### config.mk
export PLATFORM = sky130hd
export DESIGN_NAME = uart_tx_scheduler_flat
export DESIGN_NICKNAME = d
export VERILOG_FILES = /design/src/rtl/uart_tx_scheduler_if.sv /design/src/rtl/uart_tx_scheduler.sv /design/src/flat_wrapper.sv
export SDC_FILE = /design/constraint.sdc
export NUM_CORES = 1
export LEC_CHECK = 0
export ABC_AREA = 1
export CORE_MARGIN = 1.5
export CORE_UTILIZATION = 45
export CTS_CLUSTER_SIZE = 28
export DETAILED_ROUTE_END_ITERATION = 6
export DONT_BUFFER_PORTS = 1
export PLACE_DENSITY_LB_ADDON = 0.12
export SLEW_MARGIN = 15
export SYNTH_ARGS = -nofsm -noshare
export SYNTH_HDL_FRONTEND = slang
export SYNTH_SLANG_ARGS = --single-unit
### constraint.sdc
create_clock -name clk -period 2.1 [get_ports clk]
set_input_delay 0 -clock clk [delete_from_list [all_inputs] [get_ports clk]]
set_output_delay 0 -clock clk [all_outputs]
set_load 0.01 [all_outputs]
### src/rtl/uart_tx_scheduler_if.sv
`default_nettype none
// ============================================================================
//  Interface   : uart_tx_scheduler_if
//  Description : Requester-side byte-stream bus of the UART TX scheduler.
//                One valid/data/last lane per requester plus a per-requester
//                ready returned by the scheduler. A byte moves when valid and
//                ready are both high on the same rising clock edge.
//  Signals     : req_valid [NUM_REQ]              byte valid, per requester
//                req_data  [NUM_REQ*FRAME_WIDTH]  lane i at [i*FRAME_WIDTH +: FRAME_WIDTH]
//                req_last  [NUM_REQ]              byte closes its packet
//                req_ready [NUM_REQ]              one-hot accept pulse
//  Modports    : master - requester side (drives valid/data/last)
//                slave  - scheduler side (drives ready)
//  Revision    : 1.0 - initial release
// ============================================================================
interface uart_tx_scheduler_if #(
    parameter int NUM_REQ     = 4,
    parameter int FRAME_WIDTH = 8
);
    logic [NUM_REQ-1:0]             req_valid;
    logic [NUM_REQ*FRAME_WIDTH-1:0] req_data;
    logic [NUM_REQ-1:0]             req_last;
    logic [NUM_REQ-1:0]             req_ready;

    modport master (
        output req_valid,
        output req_data,
        output req_last,
        input  req_ready
    );

    modport slave (
        input  req_valid,
        input  req_data,
        input  req_last,
        output req_ready
    );
endinterface
`default_nettype wire

### src/rtl/uart_tx_scheduler.sv
`default_nettype none
// ============================================================================
//  Module      : uart_tx_scheduler
//  Description : Shares one UART transmitter among NUM_REQ byte-stream
//                requesters. Round-robin arbitration; a grant is kept for a
//                whole packet (through req_last) or until MAX_BURST frames
//                have been sent, whichever comes first. A granted requester
//                that goes quiet mid-packet is released after HOLD_TIMEOUT
//                clocks. The transmitter is driven through tx_din/tx_start and
//                completion is tracked with tx_ready/tx_done_tick.
//  Parameters  : NUM_REQ       number of requesters (2..8)
//                FRAME_WIDTH   data bits per frame (equal to transmitter's)
//                MAX_BURST     frames per grant before forced re-arbitration
//                HOLD_TIMEOUT  clocks a mid-packet grant waits for valid
//  Ports       : clk           system clock, rising edge
//                reset_n       asynchronous active-low reset
//                req           requester bus (slave modport)
//                tx_din        registered frame, stable from LOAD to done
//                tx_start      start request to the transmitter
//                tx_ready      transmitter idle
//                tx_done_tick  transmitter frame-complete pulse
//                grant_id      current / last granted requester
//                busy          high whenever a grant is active
//                frame_done    registered pulse one clock after tx_done_tick
//  Revision    : 1.0 - initial release
// ============================================================================
module uart_tx_scheduler #(
    parameter int NUM_REQ      = 4,
    parameter int FRAME_WIDTH  = 8,
    parameter int MAX_BURST    = 16,
    parameter int HOLD_TIMEOUT = 1024,
    localparam int IDX_W       = $clog2(NUM_REQ)
) (
    input  wire logic                   clk,
    input  wire logic                   reset_n,
    uart_tx_scheduler_if.slave          req,
    output logic [FRAME_WIDTH-1:0]      tx_din,
    output logic                        tx_start,
    input  wire logic                   tx_ready,
    input  wire logic                   tx_done_tick,
    output logic [IDX_W-1:0]            grant_id,
    output logic                        busy,
    output logic                        frame_done
);

    localparam int BURST_W = $clog2(MAX_BURST + 1);
    localparam int HOLD_W  = (HOLD_TIMEOUT > 1) ? $clog2(HOLD_TIMEOUT) : 1;

    // ------------------------------------------------------------------
    // State encoding
    // ------------------------------------------------------------------
    localparam logic [2:0] ST_IDLE      = 3'd0;
    localparam logic [2:0] ST_LOAD      = 3'd1;
    localparam logic [2:0] ST_START     = 3'd2;
    localparam logic [2:0] ST_WAIT_DONE = 3'd3;
    localparam logic [2:0] ST_NEXT      = 3'd4;
    localparam logic [2:0] ST_HOLD      = 3'd5;

    logic [2:0]             r_state;
    logic [2:0]             w_state_nxt;

    logic [IDX_W-1:0]       r_grant;
    logic [IDX_W-1:0]       r_rr_ptr;
    logic [BURST_W-1:0]     r_burst_cnt;
    logic [HOLD_W-1:0]      r_hold_cnt;
    logic                   r_last;
    logic [FRAME_WIDTH-1:0] r_tx_din;
    logic                   r_frame_done;

    logic                   w_any;
    logic [IDX_W-1:0]       w_pick;
    logic [IDX_W-1:0]       w_cand;
    logic                   w_g_valid;
    logic                   w_g_last;
    logic [FRAME_WIDTH-1:0] w_g_data;
    logic                   w_burst_full;
    logic                   w_hold_expired;
    logic                   w_release;
    logic [NUM_REQ-1:0]     w_req_ready;

    // ------------------------------------------------------------------
    // Round-robin search: first valid index after the last released
    // grant, wrapping modulo NUM_REQ. The pointer itself is checked last,
    // so a requester that just finished yields to everyone else.
    // ------------------------------------------------------------------
    always_comb begin
        w_any  = 1'b0;
        w_pick = r_rr_ptr;
        w_cand = '0;
        for (int i = 1; i <= NUM_REQ; i++) begin
            w_cand = IDX_W'((int'(r_rr_ptr) + i) % NUM_REQ);
            if (!w_any && req.req_valid[w_cand]) begin
                w_any  = 1'b1;
                w_pick = w_cand;
            end
        end
    end

    // ------------------------------------------------------------------
    // Lane of the currently granted requester.
    // ------------------------------------------------------------------
    always_comb begin
        w_g_valid = 1'b0;
        w_g_last  = 1'b0;
        w_g_data  = '0;
        for (int i = 0; i < NUM_REQ; i++) begin
            if (r_grant == IDX_W'(i)) begin
                w_g_valid = req.req_valid[i];
                w_g_last  = req.req_last[i];
                w_g_data  = req.req_data[i*FRAME_WIDTH +: FRAME_WIDTH];
            end
        end
    end

    // Release happens either at the end of a packet/burst or when a
    // mid-packet grant has idled for the full hold window.
    always_comb begin
        w_burst_full   = (r_burst_cnt == BURST_W'(MAX_BURST));
        w_hold_expired = (r_hold_cnt == HOLD_W'(HOLD_TIMEOUT - 1));
        w_release      = ((r_state == ST_NEXT) && (r_last || w_burst_full)) ||
                         ((r_state == ST_HOLD) && !w_g_valid && w_hold_expired);
    end

    // ------------------------------------------------------------------
    // FSM: state register
    // ------------------------------------------------------------------
    always_ff @(posedge clk or negedge reset_n) begin
        if (!reset_n) begin
            r_state <= ST_IDLE;
        end else begin
            r_state <= w_state_nxt;
        end
    end

    // ------------------------------------------------------------------
    // FSM: next-state logic
    // ------------------------------------------------------------------
    always_comb begin
        w_state_nxt = r_state;
        case (r_state)
            ST_IDLE: begin
                if (w_any) begin
                    w_state_nxt = ST_LOAD;
                end
            end
            ST_LOAD: begin
                w_state_nxt = w_g_valid ? ST_START : ST_HOLD;
            end
            ST_START: begin
                // Hold the start request until the transmitter shows it
                // has taken the frame by dropping tx_ready.
                if (!tx_ready) begin
                    w_state_nxt = ST_WAIT_DONE;
                end
            end
            ST_WAIT_DONE: begin
                if (tx_done_tick) begin
                    w_state_nxt = ST_NEXT;
                end
            end
            ST_NEXT: begin
                w_state_nxt = w_release ? ST_IDLE : ST_LOAD;
            end
            ST_HOLD: begin
                // A returning valid wins over an expiring hold window.
                if (w_g_valid) begin
                    w_state_nxt = ST_LOAD;
                end else if (w_hold_expired) begin
                    w_state_nxt = ST_IDLE;
                end
            end
            default: begin
                w_state_nxt = ST_IDLE;
            end
        endcase
    end

    // ------------------------------------------------------------------
    // FSM: outputs decoded from the state register
    // ------------------------------------------------------------------
    always_comb begin
        w_req_ready = '0;
        tx_start    = 1'b0;
        busy        = (r_state != ST_IDLE);
        case (r_state)
            ST_LOAD: begin
                if (w_g_valid) begin
                    w_req_ready[r_grant] = 1'b1;
                end
            end
            ST_START: begin
                tx_start = 1'b1;
            end
            default: begin
                tx_start = 1'b0;
            end
        endcase
    end

    assign req.req_ready = w_req_ready;

    // ------------------------------------------------------------------
    // Grant, round-robin pointer and per-grant counters
    // ------------------------------------------------------------------
    always_ff @(posedge clk or negedge reset_n) begin
        if (!reset_n) begin
            r_grant     <= '0;
            r_rr_ptr    <= IDX_W'(NUM_REQ - 1);
            r_burst_cnt <= '0;
        end else begin
            if ((r_state == ST_IDLE) && w_any) begin
                r_grant     <= w_pick;
                r_burst_cnt <= '0;
            end else if ((r_state == ST_WAIT_DONE) && tx_done_tick && !w_burst_full) begin
                r_burst_cnt <= r_burst_cnt + 1'b1;
            end
            if (w_release) begin
                r_rr_ptr <= r_grant;
            end
        end
    end

    // Hold window counter: runs only while parked in HOLD, cleared on exit.
    always_ff @(posedge clk or negedge reset_n) begin
        if (!reset_n) begin
            r_hold_cnt <= '0;
        end else if ((r_state == ST_HOLD) && !w_g_valid && !w_hold_expired) begin
            r_hold_cnt <= r_hold_cnt + 1'b1;
        end else begin
            r_hold_cnt <= '0;
        end
    end

    // ------------------------------------------------------------------
    // Frame data capture and completion pulse
    // ------------------------------------------------------------------
    always_ff @(posedge clk or negedge reset_n) begin
        if (!reset_n) begin
            r_tx_din     <= '0;
            r_last       <= 1'b0;
            r_frame_done <= 1'b0;
        end else begin
            if ((r_state == ST_LOAD) && w_g_valid) begin
                r_tx_din <= w_g_data;
                r_last   <= w_g_last;
            end
            // Ticks outside WAIT_DONE belong to nobody and are dropped.
            r_frame_done <= (r_state == ST_WAIT_DONE) && tx_done_tick;
        end
    end

    assign tx_din     = r_tx_din;
    assign grant_id   = r_grant;
    assign frame_done = r_frame_done;

endmodule
`default_nettype wire

### src/flat_wrapper.sv
// flat-port wrapper written by rule: the top's interface ports become plain ports
module uart_tx_scheduler_flat 
#(
    parameter int NUM_REQ      = 4,
    parameter int FRAME_WIDTH  = 8,
    parameter int MAX_BURST    = 16,
    parameter int HOLD_TIMEOUT = 1024,
    localparam int IDX_W       = $clog2(NUM_REQ)
)
  (clk, reset_n, tx_din, tx_start, tx_ready, tx_done_tick, grant_id, busy, frame_done, req_req_valid, req_req_data, req_req_last, req_req_ready);
  uart_tx_scheduler_if #(.NUM_REQ(NUM_REQ), .FRAME_WIDTH(FRAME_WIDTH)) req_i ();
  input  wire logic clk;
  input  wire logic reset_n;
  output logic [FRAME_WIDTH-1:0] tx_din;
  output logic tx_start;
  input  wire logic tx_ready;
  input  wire logic tx_done_tick;
  output logic [IDX_W-1:0] grant_id;
  output logic busy;
  output logic frame_done;
  input wire logic [$bits(req_i.req_valid)-1:0] req_req_valid;
  input wire logic [$bits(req_i.req_data)-1:0] req_req_data;
  input wire logic [$bits(req_i.req_last)-1:0] req_req_last;
  output wire logic [$bits(req_i.req_ready)-1:0] req_req_ready;
  assign req_i.req_valid = req_req_valid;
  assign req_i.req_data = req_req_data;
  assign req_i.req_last = req_req_last;
  assign req_req_ready = req_i.req_ready;
  uart_tx_scheduler #(.NUM_REQ(NUM_REQ), .FRAME_WIDTH(FRAME_WIDTH), .MAX_BURST(MAX_BURST), .HOLD_TIMEOUT(HOLD_TIMEOUT)) u_core (.clk(clk), .reset_n(reset_n), .req(req_i), .tx_din(tx_din), .tx_start(tx_start), .tx_ready(tx_ready), .tx_done_tick(tx_done_tick), .grant_id(grant_id), .busy(busy), .frame_done(frame_done));
endmodule
==> results.md <==
- Mapped Cells: 290
- CTS Buffer Depth: 2
- Post-DP Area: 0.00213 mm²
- CTS Buf Count: 5
- Yosys top cell by area: dfrtp_1
- Total GRT Usage: 20.7%
- Synth-to-Final Area Change: 17.8%
- Setup crit end kind: primary output
- R2R Path Start: u_core.r_rr_ptr[0]
- Slew @ Worst Pin: about 420 ps
- Main synth FF type: dfrtp_1
- Antenna violation net count after detailed routing: 0
- Internal power: between 1.5 and 2 mW
- Post-DP HPWL: about 3500 µm
- Net count, final: 364
- Row cnt: 24
- Switching portion of total power: between 40% and 50%
- DRT iter0 DRCs: 85
- Fin. Hold Viols: 1
- Worst r2r dst: u_core.grant_id[1]
- Slew Limit Fails: 0
- Peak VDD IR: ~0.00064 V
- Cell count after placement: ~340
- Post-synth cell types: 38
- Largest net degree at the start of global routing: 33
- Hold WS: -4.19 ps
- Port Buf Inserts: 0
- Clk Latency, worst-skew pair: between 200 and 300 ps
- PwrDens: between 1000 and 1500 mW/mm²
- First-pass GRT wire length: ~8300 µm
- Share of total power in combinational logic: around 49%
- Setup CP Type: flop to primary output
- Post-synth ARST share: 100%
- Clock Skew: 7.48 ps
- Met1 Use GR: between 20% and 30%
- Antenna violations before repair: 0
- Post-Syn Area: roughly 0.0021 mm²
- Final Critical Period: 1830 ps
- Crit path DAT: 1830 ps
- Critical Path Fanout Max: 14
- F_max: 546 MHz
- H-tree levels: 2
- DRC: 0
- Width of the die: ~70 µm
- DR WL/cell: between 10 and 15 µm
- Final setup vio count: 0
- Seq pwr share: between 30% and 40%
- DRT Pass-1 Iters: 4
- Failing checks: negative hold slack
- Fin cells: 370
- R2R cell count: 6
- Total number of vias: 1905
- Clk pwr share: 16.2%
- Max-cap violations: 0
- Syn nets: about 340
- Die Y: roughly 71 µm
- IO Pins: 61
- Reg clk slew, reported paths: 70 ps
- Switching power: 1.42 mW
- Via count of the first global-routing pass: 1916
- Status: finished, violations left
- RSZ-0062 raised after global routing: no
- Root Driver: clkbuf_8
- Share of the synthesized area in the top cell type: between 30% and 40%
- CP Launch Type: flop
- Commonest non-fill, non-tap cell in the layout: nand2_1
- Avg Cell Area, Syn: around 7.2 µm²
- Leakage power: roughly 1.2 nW
- Class of the worst hold path: input pin to flop
- Post-Route Utilization: between 50% and 60%
- Initial core utilization: between 40% and 50%
- CTS tree: yes
- Routed vias/inst: 5.15
- Worst hold stages: 4
- N_diodes: 0
- EDFF count, synth: 0
- Synthesized flop and latch total: 32
- Gr ovfl total: 0
- Synth warn: 0
- Sequential element share of the synthesized area: 38.3%
- Layout cell share with drive strength beyond 1: between 10% and 20%
- Final period utilization: ~87%
- Hold path endpoint: u_core.tx_din[2]
- Setup TNS: 0 ps
- Worst endpoint required time: between 2000 and 2500 ps
- DRT Wirelength: ~4800 µm
- Final Worst Setup Slack: between 200 and 300 ps
- Area contributors post-synth: dfrtp_1 36%, nand2_1 18%, nand3_1 6.4%
- GR peak layer: met2
- Clock sink count: 32
- Die ar.: between 0.005 and 0.006 mm²
- Global placement routability congestion: between 0.7 and 0.8
- Met2 usage: a little over a third
- Most frequent cells in the layout: 100 x nand2_1, 28 x nor2_1, 28 x dfrtp_1, 27 x nand3_1, 24 x inv_1
- Finished Cell Area: around 0.0025 mm²
- FF-to-FF setup slack: roughly 340 ps
- Relative slew slack: a little over 70%
- Pre-CTS WS: 356 ps
- Min-delay src: req_req_data[2]
- Grt met3 use: roughly 4.6%
- Core ar.: 0.00441 mm²
==> critical path, stage by stage (launching register included) <==
cell and delay, ps:
dfrtp_2 550, nand2_2 110, clkinv_2 130, nand2_2 100, nand2_4 100, inv_6 50
nor2_8 140, inv_2 150, nor3_2 230
==> Yosys cell counts (2+ instances only) <==
cell type,instances
dfstp_2,2
o21ai_0,14
nor2_8,2
a21oi_1,7
nor2_1,28
inv_1,24
nand3_1,27
nand2_2,4
dfrtp_1,30
nand4_1,6
nor2_2,3
o21ai_2,2
nand2_1,100
xor2_1,4
nor3b_1,2
inv_2,5
o21ai_1,3
nor3_2,3
buf_6,3
ha_1,3
==> worst max-delay path by stage <==
stage	from	to	slack, ps	cells after the start
floorplan	u_core.r_rr_ptr[0]	u_core.r_state[2]	590	12
detailed placement	u_core.grant_id[1]	u_core.tx_din[6]	360	9
global placement	u_core.grant_id[1]	u_core.tx_din[7]	390	9
global route	u_core.grant_id[1]	req_req_ready[2]	110	8
CTS	u_core.grant_id[1]	req_req_ready[0]	80	8
finish	u_core.grant_id[1]	req_req_ready[0]	270	8
==> area by class of cell <==
| type | instances | area [µm²] |
|---|---|---|
| fillers | 424 | 1950 |
| well taps | 52 | 65.1 |
| repair buffers | 26 | 265 |
| inverters | 32 | 129 |
| flip-flops and latches | 32 | 806 |
| clock buffers | 8 | 90.1 |
| multi-input cells | 220 | 1110 |
==> through the flow <==
stage	power (mW)	hold WS, ps
floorplan	2.22	-296
global placement	2.44	-295
detailed placement	2.45	-295
CTS	3.01	1.68
global route	3.27	24.7
finish	2.98	-4.19
==> per-layer routing <==
| metal | wire, µm | vias up |
|---|---|---|
| met3 | 214 | 8 |
| met1 | 2090 | 870 |
| met2 | 2430 | 46 |
| li1 | - | 981 |
| met5 | 0 | - |
| met4 | 57 | 0 |
==> sequential cells by signal (all words and copies together) (netlist names) <==
signal              count
u_core.frame_done       1
u_core.r_hold_cnt      10
u_core.r_burst_cnt      5
u_core.r_state          3
u_core.r_last           1
u_core.r_rr_ptr         2
u_core.grant_id         2
u_core.tx_din           8
==> power by group through the flow <==
stage / sequential [mW] / clock, mW / combinational (mW)
5_1_grt: 1.08 / 0.522 / 1.67
2_1_floorplan: 0.946 / 0 / 1.27
4_1_cts: 1.05 / 0.501 / 1.46
6_report: 1.05 / 0.483 / 1.45
3_5_place_dp: 1.06 / 0 / 1.39
3_3_place_gp: 1.07 / 0 / 1.37
==> logic make-up (layout without fill, tap and decap cells) <==
group	Yosys count	count (layout)	synth area share, %
adders and majority gates	3	3	1.79
and+or+nand+nor	180	180	40.1
AOI/OAI and AO/OA	32	32	9.19
DFF	32	32	38.3
buffers and inverters	38	66	8.54
xor gates and xnor gates	5	5	2.09
==> repair_timing <==
action	in CTS	in global routing
hold endpoints to repair	45	0
hold buffers	24	0
setup buffers	0	0
endpoints found under the setup margin	0	3
resized for setup	0	2
No activity file was read; power rests on OpenSTA's default activity.
